File: src/rtl/peribus_pkg.sv
// Shared definitions for peripheral-bus blocks: timer register offsets,
// CTRL/STATUS bit positions and the packed CTRL layout.
package peribus_pkg;

  localparam logic [1:0] TMR_CTRL   = 2'd0;
  localparam logic [1:0] TMR_STATUS = 2'd1;
  localparam logic [1:0] TMR_RELOAD = 2'd2;
  localparam logic [1:0] TMR_COUNT  = 2'd3;

  localparam int CTRL_EN_BIT      = 0;
  localparam int CTRL_ONESHOT_BIT = 1;
  localparam int CTRL_IRQ_EN_BIT  = 2;
  localparam int CTRL_PSC_LSB     = 4;

  localparam int STATUS_MATCH_BIT   = 0;
  localparam int STATUS_RUNNING_BIT = 1;

  typedef struct packed {
    logic [3:0] psc;
    logic       rsvd;
    logic       irq_en;
    logic       oneshot;
    logic       en;
  } ctrl_t;

  function automatic logic [15:0] ctrl_to_word(input ctrl_t c);
    return {8'h00, c.psc, 1'b0, c.irq_en, c.oneshot, c.en};
  endfunction

endpackage

File: src/rtl/peribus_prescaler.sv
// Power-of-two prescaler: counts to 2^exp-1 and emits a one-cycle pre_tick.
module peribus_prescaler (
  input  logic       i_clock,
  input  logic       i_reset,
  input  logic       i_clear,
  input  logic       i_enable,
  input  logic [3:0] i_exp,
  output logic       o_pre_tick
);

  logic [15:0] r_cnt;
  logic [15:0] w_mask;
  logic        w_terminal;

  assign w_mask     = ~(16'hFFFF << i_exp);
  assign w_terminal = (r_cnt == w_mask);
  assign o_pre_tick = i_enable & w_terminal;

  always_ff @(posedge i_clock or posedge i_reset) begin
    if (i_reset) begin
      r_cnt <= 16'h0000;
    end else if (i_clear) begin
      r_cnt <= 16'h0000;
    end else if (i_enable) begin
      r_cnt <= w_terminal ? 16'h0000 : r_cnt + 16'd1;
    end
  end

endmodule

File: src/rtl/peribus_timer.sv
// 16-bit programmable timer on the peripheral bus: CTRL/STATUS/RELOAD/COUNT,
// power-of-two prescaler, level irq and a registered wrap tick for chaining.
module peribus_timer
  import peribus_pkg::*;
#(
  parameter logic [7:0]  BASE_ADDR  = 8'h00,
  parameter logic [15:0] RELOAD_RST = 16'hFFFF
) (
  input  logic        i_clock,
  input  logic        i_reset,
  input  logic [7:0]  i_addr,
  input  logic [15:0] i_write_data,
  input  logic        i_write_enable,
  input  logic        i_read_enable,
  output logic [15:0] o_read_data,
  output logic        o_irq,
  output logic        o_tick
);

  ctrl_t       r_ctrl;
  logic        r_match;
  logic [15:0] r_reload;
  logic [15:0] r_count;
  logic        r_tick;

  logic [8:0]  w_diff;
  logic        w_in_range;
  logic [1:0]  w_off;
  logic        w_wr_ctrl;
  logic        w_wr_status;
  logic        w_wr_reload;
  logic        w_wr_count;
  logic        w_pre_tick;
  logic        w_wrap;
  ctrl_t       w_ctrl_new;
  logic [15:0] w_status;
  logic [15:0] w_read_data;

  // 9-bit subtract so addresses below BASE_ADDR borrow out of range instead of aliasing
  assign w_diff     = {1'b0, i_addr} - {1'b0, BASE_ADDR};
  assign w_in_range = (w_diff < 9'd4);
  assign w_off      = w_diff[1:0];

  assign w_wr_ctrl   = i_write_enable && w_in_range && (w_off == TMR_CTRL);
  assign w_wr_status = i_write_enable && w_in_range && (w_off == TMR_STATUS);
  assign w_wr_reload = i_write_enable && w_in_range && (w_off == TMR_RELOAD);
  assign w_wr_count  = i_write_enable && w_in_range && (w_off == TMR_COUNT);

  assign w_ctrl_new.psc     = i_write_data[CTRL_PSC_LSB +: 4];
  assign w_ctrl_new.rsvd    = 1'b0;
  assign w_ctrl_new.irq_en  = i_write_data[CTRL_IRQ_EN_BIT];
  assign w_ctrl_new.oneshot = i_write_data[CTRL_ONESHOT_BIT];
  assign w_ctrl_new.en      = i_write_data[CTRL_EN_BIT];

  peribus_prescaler u_prescaler (
    .i_clock    (i_clock),
    .i_reset    (i_reset),
    .i_clear    (~r_ctrl.en),
    .i_enable   (r_ctrl.en),
    .i_exp      (r_ctrl.psc),
    .o_pre_tick (w_pre_tick)
  );

  // A bus write to COUNT pre-empts the wrap: no tick, no match that cycle
  assign w_wrap = w_pre_tick && (r_count == r_reload) && !w_wr_count;

  always_ff @(posedge i_clock or posedge i_reset) begin
    if (i_reset) begin
      r_ctrl   <= '0;
      r_match  <= 1'b0;
      r_reload <= RELOAD_RST;
      r_count  <= 16'h0000;
      r_tick   <= 1'b0;
    end else begin
      r_tick <= w_wrap;

      if (w_wr_ctrl) begin
        r_ctrl <= w_ctrl_new;
      end else if (w_wrap && r_ctrl.oneshot) begin
        r_ctrl.en <= 1'b0;
      end

      if (w_wrap) begin
        r_match <= 1'b1;
      end else if (w_wr_status && i_write_data[STATUS_MATCH_BIT]) begin
        r_match <= 1'b0;
      end

      if (w_wr_reload) begin
        r_reload <= i_write_data;
      end

      if (w_wr_count) begin
        r_count <= i_write_data;
      end else if (w_pre_tick) begin
        r_count <= (r_count == r_reload) ? 16'h0000 : r_count + 16'd1;
      end
    end
  end

  always_comb begin
    w_status                     = 16'h0000;
    w_status[STATUS_MATCH_BIT]   = r_match;
    w_status[STATUS_RUNNING_BIT] = r_ctrl.en;
  end

  always_comb begin
    w_read_data = 16'h0000;
    if (i_read_enable && w_in_range) begin
      case (w_off)
        TMR_CTRL:   w_read_data = ctrl_to_word(r_ctrl);
        TMR_STATUS: w_read_data = w_status;
        TMR_RELOAD: w_read_data = r_reload;
        TMR_COUNT:  w_read_data = r_count;
        default:    w_read_data = 16'h0000;
      endcase
    end
  end

  assign o_read_data = w_read_data;
  assign o_irq       = r_match & r_ctrl.irq_en;
  assign o_tick      = r_tick;

endmodule

File: config.mk
export PLATFORM = sky130hd
export DESIGN_NAME = peribus_timer
export DESIGN_NICKNAME = d
export VERILOG_FILES = /design/src/rtl/peribus_pkg.sv /design/src/rtl/peribus_prescaler.sv /design/src/rtl/peribus_timer.sv
export SDC_FILE = /design/constraint.sdc
export NUM_CORES = 1
export LEC_CHECK = 0
export CAP_MARGIN = 15
export CELL_PAD_IN_SITES_DETAIL_PLACEMENT = 0
export CELL_PAD_IN_SITES_GLOBAL_PLACEMENT = 1
export CORE_MARGIN = 2
export CORE_UTILIZATION = 43
export CTS_BUF_LIST = sky130_fd_sc_hd__clkbuf_16
export DETAILED_ROUTE_END_ITERATION = 8
export PLACE_DENSITY_LB_ADDON = 0.25
export SKIP_CTS_REPAIR_TIMING = 1
export SYNTH_ARGS = -nofsm -noshare
export SYNTH_HDL_FRONTEND = slang
export SYNTH_SLANG_ARGS = --single-unit
File: constraint.sdc
create_clock -name i_clock -period 2.9 [get_ports i_clock]
set_input_delay 0.725 -clock i_clock [delete_from_list [all_inputs] [get_ports i_clock]]
set_output_delay 0.725 -clock i_clock [all_outputs]
set_load 0.005 [all_outputs]
==> metrics, run 1 <==
P&R area growth vs syn=31.7%; Crit-path slowest cell=or4_4; via count=approximately 3.2k; Least-Margin Pin Slew=0.538 ns; WP data arrival=around 2.2 ns; CTS tree=done; final worst-path cycle share=102%; Final ANT Viol Nets=0; routed len/inst=17.8 um; Mapped Area=roughly 3600 um2; Final Hold Fails=0; final setup fails=9; Fin Setup TNS=-0.310 ns; largest net degree at the start of global routing=a little under 60; top cell family by delay on the critical path=simple AND/OR/NAND/NOR gates; Pre-Repair DR Iteration Count=4; placed insts=about 530; clk buf depth=2; CP required=around 2.2 ns; Core Rows=33; first-pass GRT wire length=roughly 16 mm; root buffer selected by CTS=clkbuf_16; Top FF cell, synth=dfrtp_1; Detailed Place HPWL=7.04 mm; GPL Wtd Cong=0.878; post-DR vias/cell=~5.8; type of the worst min-delay path=reg2reg; Setup crit end kind=output port; fin cells=557; PwrDens=approximately 530 nW/um2; 1st-iter DRT viols=151; startpoint types=input port; DIE HEIGHT=96.1 um; FMAX=approximately 0.34 GHz; wire length after detailed routing=roughly 9.9 mm; total of max-cap violations=0; Mean Syn Cell Area=approximately 9.6 um2; Netlist cell types=64; Port Buffer Count=45; Ys Warns=0; die area=roughly 9200 um2; RSZ-0062 raised after global routing=true; worst-path cell chain=clkbuf_2 > or4_4 > nor3_4 > buf_6 > nand3_4 > buf_8 > nor2_2 > buf_2; CP max stage delay=between 0.5 and 0.6 ns; Yosys reg bits=57; # IOs=between 40 and 50; crit-path max FO=5; pre-CTS setup slack=-0.708 ns; ant diodes=0; Fin Clk Skew=between 0.005 and 0.006 ns; violated checks=setup timing; Lkg Pwr=0.00222 uW; count of flip-flops with a built-in enable after synthesis=0; most common cell after layout, fill and taps aside=dfrtp_1; min setup slack post-route=-0.0454 ns; ys async rst share=100%; fin nets=477; Total Routing Usage GR=~22%; post-synthesis sequential area ratio=between 30% and 40%; width of the die=between 90 and 100 um; Final min period=2.95 ns; outcome=finished with violations; CTS buffer count=9; starting density of the core=between 40% and 50%; Clock Pin Slew Worst Setup and Hold Paths=~0.050 ns; Peak VDD IR=approximately 0.0003 V; Slew HR=64.0%; share of cells above drive strength 1=around 28%; Setup CP Type=in2out; vias in the first global route=2963; # DRC=0; met1 Use GR=about 34%; Clk Latency, worst-skew pair=between 0.3 and 0.4 ns; Most Crowded Layer GR=met1; CTS sink cnt=57; worst path bufs/invs=4; GRT overflow=0; Worst R2R Setup Slack=between 0.1 and 0.15 ns; H-tree levels=3; core area=around 8200 um2; initial antenna violation count=0; met3 capacity usage during global routing=under 10%; met2 Use GR=between 30% and 40%; net count after synthesis=just over 400; Hold Slack=slightly above 0.5 ns; commonest non-fill, non-tap cells in the layout=dfrtp_1, nor2_1, mux2_2; Mapped Cells=between 300 and 400; Pins Over Slew Limit=0
==> final timing paths <==
check,startpoint,to,cells past startpoint
max reg2reg,r_ctrl[6],r_ctrl[0],8
min in group asynchronous,i_reset,u_prescaler.r_cnt[0],3
max,i_addr[2],o_read_data[12],8
min,r_reload[0],r_reload[0],2
max in group asynchronous,i_reset,r_reload[4],3
min reg2reg,r_reload[0],r_reload[0],2
==> cell type report <==
class | count | area, um2
Multi-Input combinational cell | 293 | 2140
Timing Repair Buffer | 77 | 722
Clock inverter | 7 | 109
Sequential cell | 57 | 1450
Fill cell | 714 | 3410
Tap cell | 105 | 131
Inverter | 9 | 33.8
Clock buffer | 9 | 225
==> tightest hold or removal path: stages (launching register included) <==
cell     delay, ns
dfstp_2       0.38
nand2_1       0.05
o21ai_0       0.07
==> per-stage QoR <==
| stage | instance area, um2 | utilization [%] | power, uW |
|---|---|---|---|
| final | 4810 | 58.5 | 2550 |
| after global routing | 4810 | 58.5 | 2640 |
| after CTS | 4680 | 57.0 | 2540 |
| after detailed placement | 4350 | 52.9 | 1340 |
| after global placement | 4350 | 52.9 | 1330 |
| after floorplan | 3650 | - | 1150 |
==> registers in the layout, indices dropped and copies added (netlist names) <==
| register | flops |
|---|---|
| o_tick | 1 |
| r_count | 16 |
| r_ctrl | 7 |
| r_match | 1 |
| r_reload | 16 |
| u_prescaler.r_cnt | 16 |
==> metal layers <==
metal	vias up	part of all wire [%]
met5	-	0
met1	1592	49
met3	8	5.3
met4	0	0.98
met2	78	45
li1	1529	-
==> where the power goes <==
part	total [uW]	switching, uW	leakage, uW	internal [uW]
Sequential	907	62.5	0.000728	844
Clock	1210	375	0.000167	830
Combinational	436	217	0.00133	218
==> Yosys cell counts (2+ instances only) <==
cell type	n	area, um2
nand2_1	25	93.8
clkbuf_1	9	33.8
or3_4	2	22.5
nand4b_1	2	17.5
mux2_2	26	293
o211ai_2	2	25.0
buf_2	5	25.0
o311ai_1	5	43.8
mux2i_1	9	90.1
o211ai_1	3	22.5
nor4_2	2	25.0
xnor2_1	6	52.6
buf_6	2	22.5
nor2_1	45	169
a221o_1	6	60.1
inv_1	9	33.8
nand2b_1	3	18.8
a22oi_1	8	60.1
xor2_1	25	219
buf_4	4	30.0
nor2b_1	8	50.1
nand3_1	13	65.1
dfrtp_1	41	1030
and3_1	14	87.6
a21oi_1	5	25.0
o2bb2ai_1	2	17.5
o21ai_1	7	35.0
ha_1	2	25.0
nand4_1	5	31.3
and4b_1	2	20.0
o21ai_0	12	60.1
dfstp_2	16	420
nor3_1	5	25.0
nor4_1	6	37.5
o21bai_1	2	15.0
o22ai_1	3	18.8
and2_1	7	43.8
nor3b_1	4	30.0
mux4_2	2	45.0
==> kinds of logic (layout without fill, tap and decap cells) <==
logic type	after synthesis	in the layout	share of synthesized area, %
AOI/OAI and AO/OA	68	68	13.6
xor gates and xnor gates	31	31	7.44
adders and majority gates	2	2	0.686
buffers and inverters	29	102	3.98
DFF	57	57	39.6
muxes	38	38	12.0
and+or+nand+nor	154	154	22.6
Note: power is estimated with default switching activity, not from simulation.
==> run 2, diff against run 1 <==
- CAP_MARGIN: 15 -> unset
==> results of run 2 <==
The final DEF is identical to that of run 1; final timing and power are the same.
==> run 3, diff against run 2 <==
- CORE_MARGIN: 2 -> 5
==> run 3 against run 2 <==
Against the previous run:
- final area is 0.73% lower
- power decreased by 3.1%
- clock power is 7% lower
- critical path type unchanged
- the flow still finishes with violations (setup timing)
- register-to-register slack better by 0.02 ns
- combinational power about the same
- highest routed layer unchanged
- worst hold slack worse by 0.0066 ns
- core utilization down 0.72 points
- first-iteration DRC count increased by 21%
- flip-flop and latch count is the same
- clock skew up 0.0043 ns
- critical endpoint is now o_read_data[10]
- non-clock buffer count fell by 6
==> metrics, run 3 (same netlist as run 1, synthesis figures left out) <==
outcome=finished with violations; violated checks=setup timing; routed len/inst=18.0 um (+1.5%); multi-input logic area=2160 um2 (+0.94%); worst r2r src=r_ctrl[6]; starting density of the core=44.2% (-0.22 points); FMAX=0.340 GHz (+0.11%); WHS Path Cells=2 (unchanged); share of cells above drive strength 1=28.7% (+0.38 points); Peak VDD IR=0.000314 V (+1.8%); Final Hold Fails=0 (unchanged); Clk network pwr share=45.7% (-1.6 points); Total Routing Usage GR=20.0% (-2.3 points); final setup fails=9 (unchanged); fill count=737 (+3.2%); GPL Wtd Cong=0.814 (-7.3%); GRT overflow=0 (unchanged); P_int=1810 uW (-4.4%); # IOs=46 (unchanged); DIE HEIGHT=102 um (+6.2%); sequential share of power=36.6% (+1.0 points); Core Rows=33 (unchanged); beginning of the worst hold path=r_reload[0]; CTS tree=done; ant diodes=0 (unchanged); storage element area=1450 um2 (about the same); post-DR vias/cell=5.75 (-0.17%); CTS buffer count=9 (unchanged); commonest non-fill, non-tap cells in the layout=dfrtp_1, nor2_1, mux2_2; Final min period=2.94 ns (-0.00315 ns); Slew HR=64.1% (+0.077 points); final core occ=57.8% (-0.72 points); CP required=2.17 ns (about the same); Hold EP=r_reload[0]; fin nets=471 (-1.3%); crit-path max FO=4 (-1); most common cell after layout, fill and taps aside=dfrtp_1; 1st-iter DRT viols=183 (+21%); die area=10400 um2 (+13%); WP data arrival=2.22 ns (about the same); final worst-path cycle share=101% (-0.11 points); Detailed Place HPWL=7.16 mm (+1.8%); clk buf depth=2 (unchanged); Worst R2R Setup Slack=0.16 ns (+0.02 ns); RSZ-0062 raised after global routing=true; Setup crit end kind=output port; type of the worst min-delay path=reg2reg; Fin Clk Skew=0.0100 ns (+0.00434 ns); Pre-Repair DR Iteration Count=5 (+1); # DRC=0 (unchanged); Port Buffer Count=45 (unchanged); startpoint types=input port; Final ANT Viol Nets=0 (unchanged); root buffer selected by CTS=clkbuf_16; Clock Pin Slew Worst Setup and Hold Paths=0.05 ns (about the same); wire length after detailed routing=9.94 mm (+0.38%); vias in the first global route=3142 (+6.0%); Least-Margin Pin Slew=0.534 ns (-0.00491 ns); first-pass GRT wire length=16.1 mm (+3.4%); P&R area growth vs syn=30.8%; largest net degree at the start of global routing=35 (-40%); initial antenna violation count=0 (unchanged); Clk Latency, worst-skew pair=0.33 ns (about the same); FF-to-FF End=r_count[15]; CTS sink cnt=57 (unchanged); Comb power frac=17.6% (+0.5 points); width of the die=102 um (+6.2%); Setup CP Type=in2out; Largest regs=r_count (16), r_reload (16), u_prescaler.r_cnt (16); total of max-cap violations=0 (unchanged); min setup slack post-route=-0.0423 ns (+0.00315 ns); Lkg Pwr=0.00215 uW (-3.2%); H-tree levels=3 (unchanged); Pins Over Slew Limit=0 (unchanged); switch share=26.7% (+0.98 points); via count=3167 (-1.2%); Psw=659 uW (+0.56%); pre-CTS setup slack=-0.655 ns (+0.0531 ns); worst reg-to-reg path cell count=7 (-1); PwrDens=517 nW/um2 (-2.4%); core area=8260 um2 (+0.50%)
## run 3: cell types whose count changed in the layout (fill, tap and decap cells not counted), sizes merged
cell and change:
buf -4, inv +1, clkinv -1, bufinv -1
clkinvlp +1, dlymetal6s2s -2
## run 3: worst max path at each step
stage / start / end / depth (start not counted)
after floorplan: i_addr[4] / o_read_data[10] / 4
after global placement: i_addr[4] / o_read_data[8] / 7
after detailed placement: i_addr[4] / o_read_data[10] / 7
after CTS: i_addr[4] / o_read_data[10] / 7
after global routing: i_addr[3] / o_read_data[10] / 7
final: i_addr[3] / o_read_data[10] / 7
## run 3: power by group through the flow
stage          Combinational (uW)  Sequential, uW  Clock (uW)
3_5_place_dp                  427             914           0
6_report                      436             904        1130
3_3_place_gp                  421             912           0
4_1_cts                       429             902        1150
2_1_floorplan                 260             892           0
5_1_grt                       474             912        1190
## run 3: area by class of cell
class / instances / area share (%)
clock buffers: 9 / 4.72
repair buffers: 71 / 14.3
inverters: 9 / 0.708
clock inverters: 7 / 1.97
flip-flops and latches: 57 / 30.3
well taps: 105 / 2.75
multi-input cells: 293 / 45.3
## run 3: worst max-delay path: stages
cell and delay [ns]:
buf_6 0.09, or4_4 0.53, nor3_4 0.29, nand3_2 0.18
clkbuf_16 0.21, nor2_4 0.07, buf_2 0.11
## run 3: through the flow
| stage | std cells | TNS (ns) | power [uW] | hold slack (ns) | instance area (um2) |
|---|---|---|---|---|---|
| global route | 551 | -0.960 | 2580 | 0.559 | 4770 |
| detailed placement | 532 | -13.77 | 1340 | 0.503 | 4340 |
| finish | 551 | -0.278 | 2470 | 0.503 | 4770 |
| floorplan | 379 | 0 | 1150 | 0.473 | 3650 |
| CTS | 548 | -9.92 | 2480 | 0.501 | 4660 |
| global placement | 532 | -13.05 | 1330 | 0.490 | 4340 |
## run 3: routing by layer
metal	vias up	GRT usage, %	wire length (um)	part of all wire [%]
met5	-	0	0	0
met3	14	4.16	703	7.1
li1	1517	-	-	-
met2	107	28.0	4230	43
met4	0	6.86	156	1.6
met1	1529	30.5	4860	49
